## src/rtl/mul_arbiter_pkg.sv

```systemverilog
// rtl/mul_arbiter_pkg.sv - shared types and constants for the two-requester multiplier arbiter
package mul_arbiter_pkg;

    localparam int W_DEF = 4;
    localparam int ID_W  = 1;

    typedef enum logic [1:0] {
        S_IDLE = 2'd0,
        S_MUL  = 2'd1,
        S_RESP = 2'd2
    } state_t;

endpackage

```

## src/rtl/mul_arbiter_if.sv

```systemverilog
// rtl/mul_arbiter_if.sv - requester and result handshake bundle
interface mul_arbiter_if
    import mul_arbiter_pkg::*;
#(
    parameter int W = W_DEF
);
    logic               req0_valid;
    logic               req0_ready;
    logic [W-1:0]       req0_a;
    logic [W-1:0]       req0_b;
    logic               req1_valid;
    logic               req1_ready;
    logic [W-1:0]       req1_a;
    logic [W-1:0]       req1_b;
    logic               res_valid;
    logic               res_ready;
    logic [2*W-1:0]     res_p;
    logic [ID_W-1:0]    res_id;

    modport slave (
        input  req0_valid, req0_a, req0_b,
        input  req1_valid, req1_a, req1_b,
        input  res_ready,
        output req0_ready, req1_ready,
        output res_valid, res_p, res_id
    );

    modport master (
        output req0_valid, req0_a, req0_b,
        output req1_valid, req1_a, req1_b,
        output res_ready,
        input  req0_ready, req1_ready,
        input  res_valid, res_p, res_id
    );
endinterface

```

## src/rtl/mul_arbiter_mul_core.sv

```systemverilog
// rtl/mul_arbiter_mul_core.sv - combinational unsigned shift-and-add array multiplier
module mul_core #(
    parameter int W = 4
) (
    input  logic [W-1:0]   a,
    input  logic [W-1:0]   b,
    output logic [2*W-1:0] p
);

    always_comb begin
        p = '0;
        for (int i = 0; i < W; i++) begin
            if (b[i]) begin
                p = p + ({{W{1'b0}}, a} << i);
            end
        end
    end

endmodule

```

## src/rtl/mul_arbiter.sv

```systemverilog
// rtl/mul_arbiter.sv - round-robin arbiter feeding one shared multiplier, one result in flight
module mul_arbiter
    import mul_arbiter_pkg::*;
#(
    parameter int W = W_DEF
) (
    input  logic        clk,
    input  logic        rst_n,
    mul_arbiter_if.slave bus,
    output logic        busy
);

    state_t             state_q;
    logic               last_q;
    logic [W-1:0]       a_q;
    logic [W-1:0]       b_q;
    logic [ID_W-1:0]    id_q;
    logic [2*W-1:0]     p_q;
    logic               res_valid_q;
    logic               busy_q;
    logic [2*W-1:0]     prod_d;
    logic               gnt0_d;
    logic               gnt1_d;

    // With both pending, last_q (the previous winner) hands the turn to the other side.
    assign gnt0_d = bus.req0_valid && (!bus.req1_valid || last_q);
    assign gnt1_d = bus.req1_valid && (!bus.req0_valid || !last_q);

    assign bus.req0_ready = rst_n && (state_q == S_IDLE) && gnt0_d;
    assign bus.req1_ready = rst_n && (state_q == S_IDLE) && gnt1_d;

    assign bus.res_valid = res_valid_q;
    assign bus.res_p     = p_q;
    assign bus.res_id    = id_q;
    assign busy          = busy_q;

    mul_core #(.W(W)) u_mul_core (
        .a (a_q),
        .b (b_q),
        .p (prod_d)
    );

    always_ff @(posedge clk or negedge rst_n) begin
        if (!rst_n) begin
            state_q     <= S_IDLE;
            last_q      <= 1'b1;
            a_q         <= '0;
            b_q         <= '0;
            id_q        <= '0;
            p_q         <= '0;
            res_valid_q <= 1'b0;
            busy_q      <= 1'b0;
        end else begin
            case (state_q)
                S_IDLE: begin
                    if (bus.req0_valid && bus.req0_ready) begin
                        a_q     <= bus.req0_a;
                        b_q     <= bus.req0_b;
                        id_q    <= '0;
                        last_q  <= 1'b0;
                        busy_q  <= 1'b1;
                        state_q <= S_MUL;
                    end else if (bus.req1_valid && bus.req1_ready) begin
                        a_q     <= bus.req1_a;
                        b_q     <= bus.req1_b;
                        id_q    <= ID_W'(1);
                        last_q  <= 1'b1;
                        busy_q  <= 1'b1;
                        state_q <= S_MUL;
                    end
                end
                S_MUL: begin
                    p_q         <= prod_d;
                    res_valid_q <= 1'b1;
                    state_q     <= S_RESP;
                end
                S_RESP: begin
                    if (bus.res_ready) begin
                        res_valid_q <= 1'b0;
                        busy_q      <= 1'b0;
                        state_q     <= S_IDLE;
                    end
                end
                default: begin
                    res_valid_q <= 1'b0;
                    busy_q      <= 1'b0;
                    state_q     <= S_IDLE;
                end
            endcase
        end
    end

endmodule

```

## src/flat_wrapper.sv

```systemverilog
// flat-port wrapper written by rule: the top's interface ports become plain ports
module mul_arbiter_flat import mul_arbiter_pkg::*;
#(
    parameter int W = W_DEF
)
  (clk, rst_n, busy, bus_req0_valid, bus_req0_a, bus_req0_b, bus_req1_valid, bus_req1_a, bus_req1_b, bus_res_ready, bus_req0_ready, bus_req1_ready, bus_res_valid, bus_res_p, bus_res_id);
  mul_arbiter_if #(.W(W)) bus_i ();
  input  logic clk;
  input  logic rst_n;
  output logic busy;
  input wire logic [$bits(bus_i.req0_valid)-1:0] bus_req0_valid;
  input wire logic [$bits(bus_i.req0_a)-1:0] bus_req0_a;
  input wire logic [$bits(bus_i.req0_b)-1:0] bus_req0_b;
  input wire logic [$bits(bus_i.req1_valid)-1:0] bus_req1_valid;
  input wire logic [$bits(bus_i.req1_a)-1:0] bus_req1_a;
  input wire logic [$bits(bus_i.req1_b)-1:0] bus_req1_b;
  input wire logic [$bits(bus_i.res_ready)-1:0] bus_res_ready;
  output wire logic [$bits(bus_i.req0_ready)-1:0] bus_req0_ready;
  output wire logic [$bits(bus_i.req1_ready)-1:0] bus_req1_ready;
  output wire logic [$bits(bus_i.res_valid)-1:0] bus_res_valid;
  output wire logic [$bits(bus_i.res_p)-1:0] bus_res_p;
  output wire logic [$bits(bus_i.res_id)-1:0] bus_res_id;
  assign bus_i.req0_valid = bus_req0_valid;
  assign bus_i.req0_a = bus_req0_a;
  assign bus_i.req0_b = bus_req0_b;
  assign bus_i.req1_valid = bus_req1_valid;
  assign bus_i.req1_a = bus_req1_a;
  assign bus_i.req1_b = bus_req1_b;
  assign bus_i.res_ready = bus_res_ready;
  assign bus_req0_ready = bus_i.req0_ready;
  assign bus_req1_ready = bus_i.req1_ready;
  assign bus_res_valid = bus_i.res_valid;
  assign bus_res_p = bus_i.res_p;
  assign bus_res_id = bus_i.res_id;
  mul_arbiter #(.W(W)) u_core (.clk(clk), .rst_n(rst_n), .bus(bus_i), .busy(busy));
endmodule
```

## config.mk

```make
export PLATFORM = sky130hd
export DESIGN_NAME = mul_arbiter_flat
export DESIGN_NICKNAME = d
export VERILOG_FILES = /design/src/rtl/mul_arbiter_pkg.sv /design/src/rtl/mul_arbiter_if.sv /design/src/rtl/mul_arbiter_mul_core.sv /design/src/rtl/mul_arbiter.sv /design/src/flat_wrapper.sv
export SDC_FILE = /design/constraint.sdc
export NUM_CORES = 1
export LEC_CHECK = 0
export CAP_MARGIN = 20
export CORE_ASPECT_RATIO = 0.8
export CORE_MARGIN = 5
export CORE_UTILIZATION = 30
export CTS_BUF_LIST = sky130_fd_sc_hd__clkbuf_4 sky130_fd_sc_hd__clkbuf_8 sky130_fd_sc_hd__clkbuf_16
export DETAILED_ROUTE_END_ITERATION = 16
export PLACE_DENSITY = 0.66
export REMOVE_ABC_BUFFERS = 1
export SLEW_MARGIN = 5
export SYNTH_ARGS = -nofsm -noshare
export SYNTH_HDL_FRONTEND = slang
export SYNTH_SLANG_ARGS = --single-unit
export TNS_END_PERCENT = 50
```

## constraint.sdc

```tcl
create_clock -name clk -period 3.3 [get_ports clk]
set_input_delay 0.66 -clock clk [delete_from_list [all_inputs] [get_ports clk]]
set_output_delay 0.66 -clock clk [all_outputs]
set_load 0.01 [all_outputs]
```

==> qor.txt <==
GR Overflow Total = 0
Leak = 0.00103 uW
Die Wd = 88.1 microns
sequential area share after synthesis = 0.377
Mean Syn Cell Area = 9.20 sq um
HP Start = u_core.last_q$_DFFE_PN1P_
Synth Flop Type = dfrtp_1
Vias = 1,289
Finished Layout Cells = 272
GP Congestion = 0.822
Sinks on Clock Net = 22
critical path startpoint = u_core.a_q[1]$_DFFE_PN0P_
Worst-Margin Slew = 485 ps
Final Hold Fails = 0
layout cells sized above 1 = 0.217
CTS tree = yes
Startpoint Class = flip-flop
Final period util = 1.05
DRT iter0 DRCs = 61
Layout fillers = 459
hold buffers post-CTS = 0
pwr dens = 1370 nW/um^2
clk slew on worst S/H paths = 80 ps
EDFF count, synth = 0
n_diodes = 0
WL/cell = 13.4 microns
maxcap violations = 0
Antenna Nets Post-Route = 0
complex-gate fraction of the synthesized area = 0.145
# DRC = 0
Yosys top cell area share = 0.359
vias in the first global route = 1,286
# setup viols final = 4
Fmax = 0.288 GHz
Inserted Clock Buffers = 3
crit-path max cell delay = 550 ps
hpwl dp = 2790 microns
largest net degree at the start of global routing = 23
Clock Skews = 5.13 ps
Setup crit end kind = flip-flop
register bit count reported by yosys = 22
Synth Area in XOR/XNOR = 0.0240
full die area = 6380 sq um
drt total wl = 3640 microns
Critical path buffers and inverters = 2
antenna violations before repair = 0
die height = 72.5 microns
max_slew headroom = 0.677
count of final max-slew check failures = 0
first-pass GRT wire length = 6180 microns
unrepaired setup endpoints after global routing = yes
Crit path required time = 3500 ps
Synth warnings = 0
Max H-tree Level = 1
Cell variety after synth = 35
Max Root-Sink Buffers = 2
post-route setup slack = -177 ps
Vias/cell = 4.74
GRT Overall Usage = 0.123
RR Startpoint = u_core.a_q[1]$_DFFE_PN0P_
drt pass-1 iters = 4
worst vdd ir = 0.000487 V
io pins = 34
nets = 248
Post-synth ARST share = 1.00
outcome = finished with violations
mux share of post-synthesis cell area = 0.0753
largest family of logic cells by synthesized area = simple AND/OR/NAND/NOR gates
Core ar. = 4650 sq um
worst-path fanout max = 2
Buffers on Ports = 33
Mapped Area = 1460 sq um
arrival time worst endpoint = 3670 ps
FP Rows = 22
Slowest-stage cell, CP = fa_2
met2 Use GR = 0.187
min cycle time layout = 3480 ps
top cells by count, synth = dfrtp_1 (21), nand2_1 (21), a21oi_1 (14)
met3 GRT Util = 0.0397
Adder-Cell Fraction of Synth Area = 0.142
CTS Root Buffer Type = clkbuf_8
simple-gate share of the synthesized area = 0.192
WS Path Type = reg -> reg
Top delay family on crit path = adder cells
Global Route met1 Usage = 0.170
Util after Layout = 0.456
Synth area leaders = dfrtp_1 (36%), ha_1 (9.4%), mux2i_1 (7.5%)
crit path cell chain = and2_4 -> ha_4 -> inv_2 -> fa_1 -> mux2i_1 -> ha_2 -> inv_2 -> fa_1 -> nand2b_4 -> o21ai_2 -> ha_2 -> fa_2 -> nand3b_1 -> o21ai_1 -> a31oi_2
Syn Inst Count = 159
Area Overhead vs Synth = 44.9%
placed cell count = 262
cell taking the most area after synthesis = dfrtp_1
Most Crowded Layer GR = met2
failing checks = negative setup slack
worst hold path class = reg -> reg
Clk Latency, worst-skew pair = 270 ps
starting density of the core = 0.314
-- state kept, by name, indices dropped and copies added, names as in the netlist --
signal,count
u_core.bus.res_p,8
u_core.state_q,2
u_core.bus.res_valid,1
u_core.b_q,4
u_core.busy,1
u_core.bus.res_id,1
u_core.last_q,1
u_core.a_q,4
-- stage by stage --
| stage | setup TNS, ps | hold WS (ps) | power [uW] | setup WS, ps | instance area (sq um) |
|---|---|---|---|---|---|
| 6_report | -447 | 468 | 2910 | -177 | 2120 |
| 5_1_grt | -1250 | 509 | 3210 | -352 | 2120 |
| 4_1_cts | -548 | 469 | 2770 | -170 | 2080 |
| 3_5_place_dp | -1000 | 456 | 2330 | -334 | 1960 |
| 3_3_place_gp | -520 | 449 | 2270 | -212 | 1960 |
| 2_1_floorplan | -537 | 364 | 1650 | -172 | 1430 |
-- report_power, final --
group          internal (uW)  switching, uW  total, uW
sequential               404            130        535
combinational           1200            988       2190
clock                   94.5           89.2        184
-- kinds of logic (layout without fill, tap and decap cells) --
kind of cell    Yosys count  after routing
compound gates           35             35
buf+inv                  15             68
xor+xnor                  4              4
mux                      11             11
simple gates             57             57
flops                    22             22
fa+ha+maj                15             15
-- what timing repair did --
action / 4_1_cts / 5_1_grt
pin swaps: 6 / 3
gates resized for setup: 15 / 5
endpoints found under the setup margin: 4 / 4
buffers inserted: 4 / 2
-- cell type report --
class | instances | area [sq um] | share of cell area
multi-input combinational | 122 | 911 | 0.430
sequential | 22 | 552 | 0.260
timing repair buffer | 56 | 503 | 0.237
tap | 60 | 75.1 | 0.0354
clock buffer | 4 | 48.8 | 0.0230
inverter | 8 | 30.0 | 0.0142
-- worst min-delay path: cells and delay by family, from the launching register on --
family,cells,cell delay [ps]
AND/OR/NAND/NOR,2,100
flip-flops,1,380
-- per-layer routing --
| metal | vias up | wire length, microns |
|---|---|---|
| met5 | - | 0 |
| met4 | 0 | 15 |
| met3 | 4 | 239 |
| met2 | 34 | 1590 |
| met1 | 593 | 1800 |
| li1 | 658 | - |
-- final timing paths --
| kind | to | slack (ps) | cells after the start |
|---|---|---|---|
| max in group asynchronous | u_core.last_q$_DFFE_PN1P_ | 2250 | 2 |
| hold / removal | u_core.last_q$_DFFE_PN1P_ | 470 | 2 |
| setup / recovery | u_core.bus.res_p[4]$_DFFE_PN0P_ | -180 | 15 |
| min in group asynchronous | u_core.bus.res_p[0]$_DFFE_PN0P_ | 770 | 2 |
| hold reg to reg | u_core.last_q$_DFFE_PN1P_ | 470 | 2 |
| setup reg to reg | u_core.bus.res_p[4]$_DFFE_PN0P_ | -180 | 15 |
-- cell usage in the layout, fill, tap and decap left out, types with 2 or more instances in the layout --
| cell type | count |
|---|---|
| clkdlybuf4s50_1 | 33 |
| buf_4 | 23 |
| nand2_1 | 21 |
| dfrtp_1 | 21 |
| nor2_1 | 12 |
| a21oi_1 | 11 |
| mux2i_1 | 11 |
| nand3_1 | 8 |
| ha_1 | 8 |
| inv_1 | 6 |
| o21ai_0 | 6 |
| nand2b_1 | 4 |
| a21oi_2 | 3 |
| o21ai_1 | 3 |
| a21o_1 | 3 |
| clkbuf_8 | 3 |
| and3_1 | 2 |
| xnor2_2 | 2 |
| inv_2 | 2 |
| o31ai_1 | 2 |
| fa_1 | 2 |
| ha_2 | 2 |
Note: power is estimated with default switching activity, not from simulation.
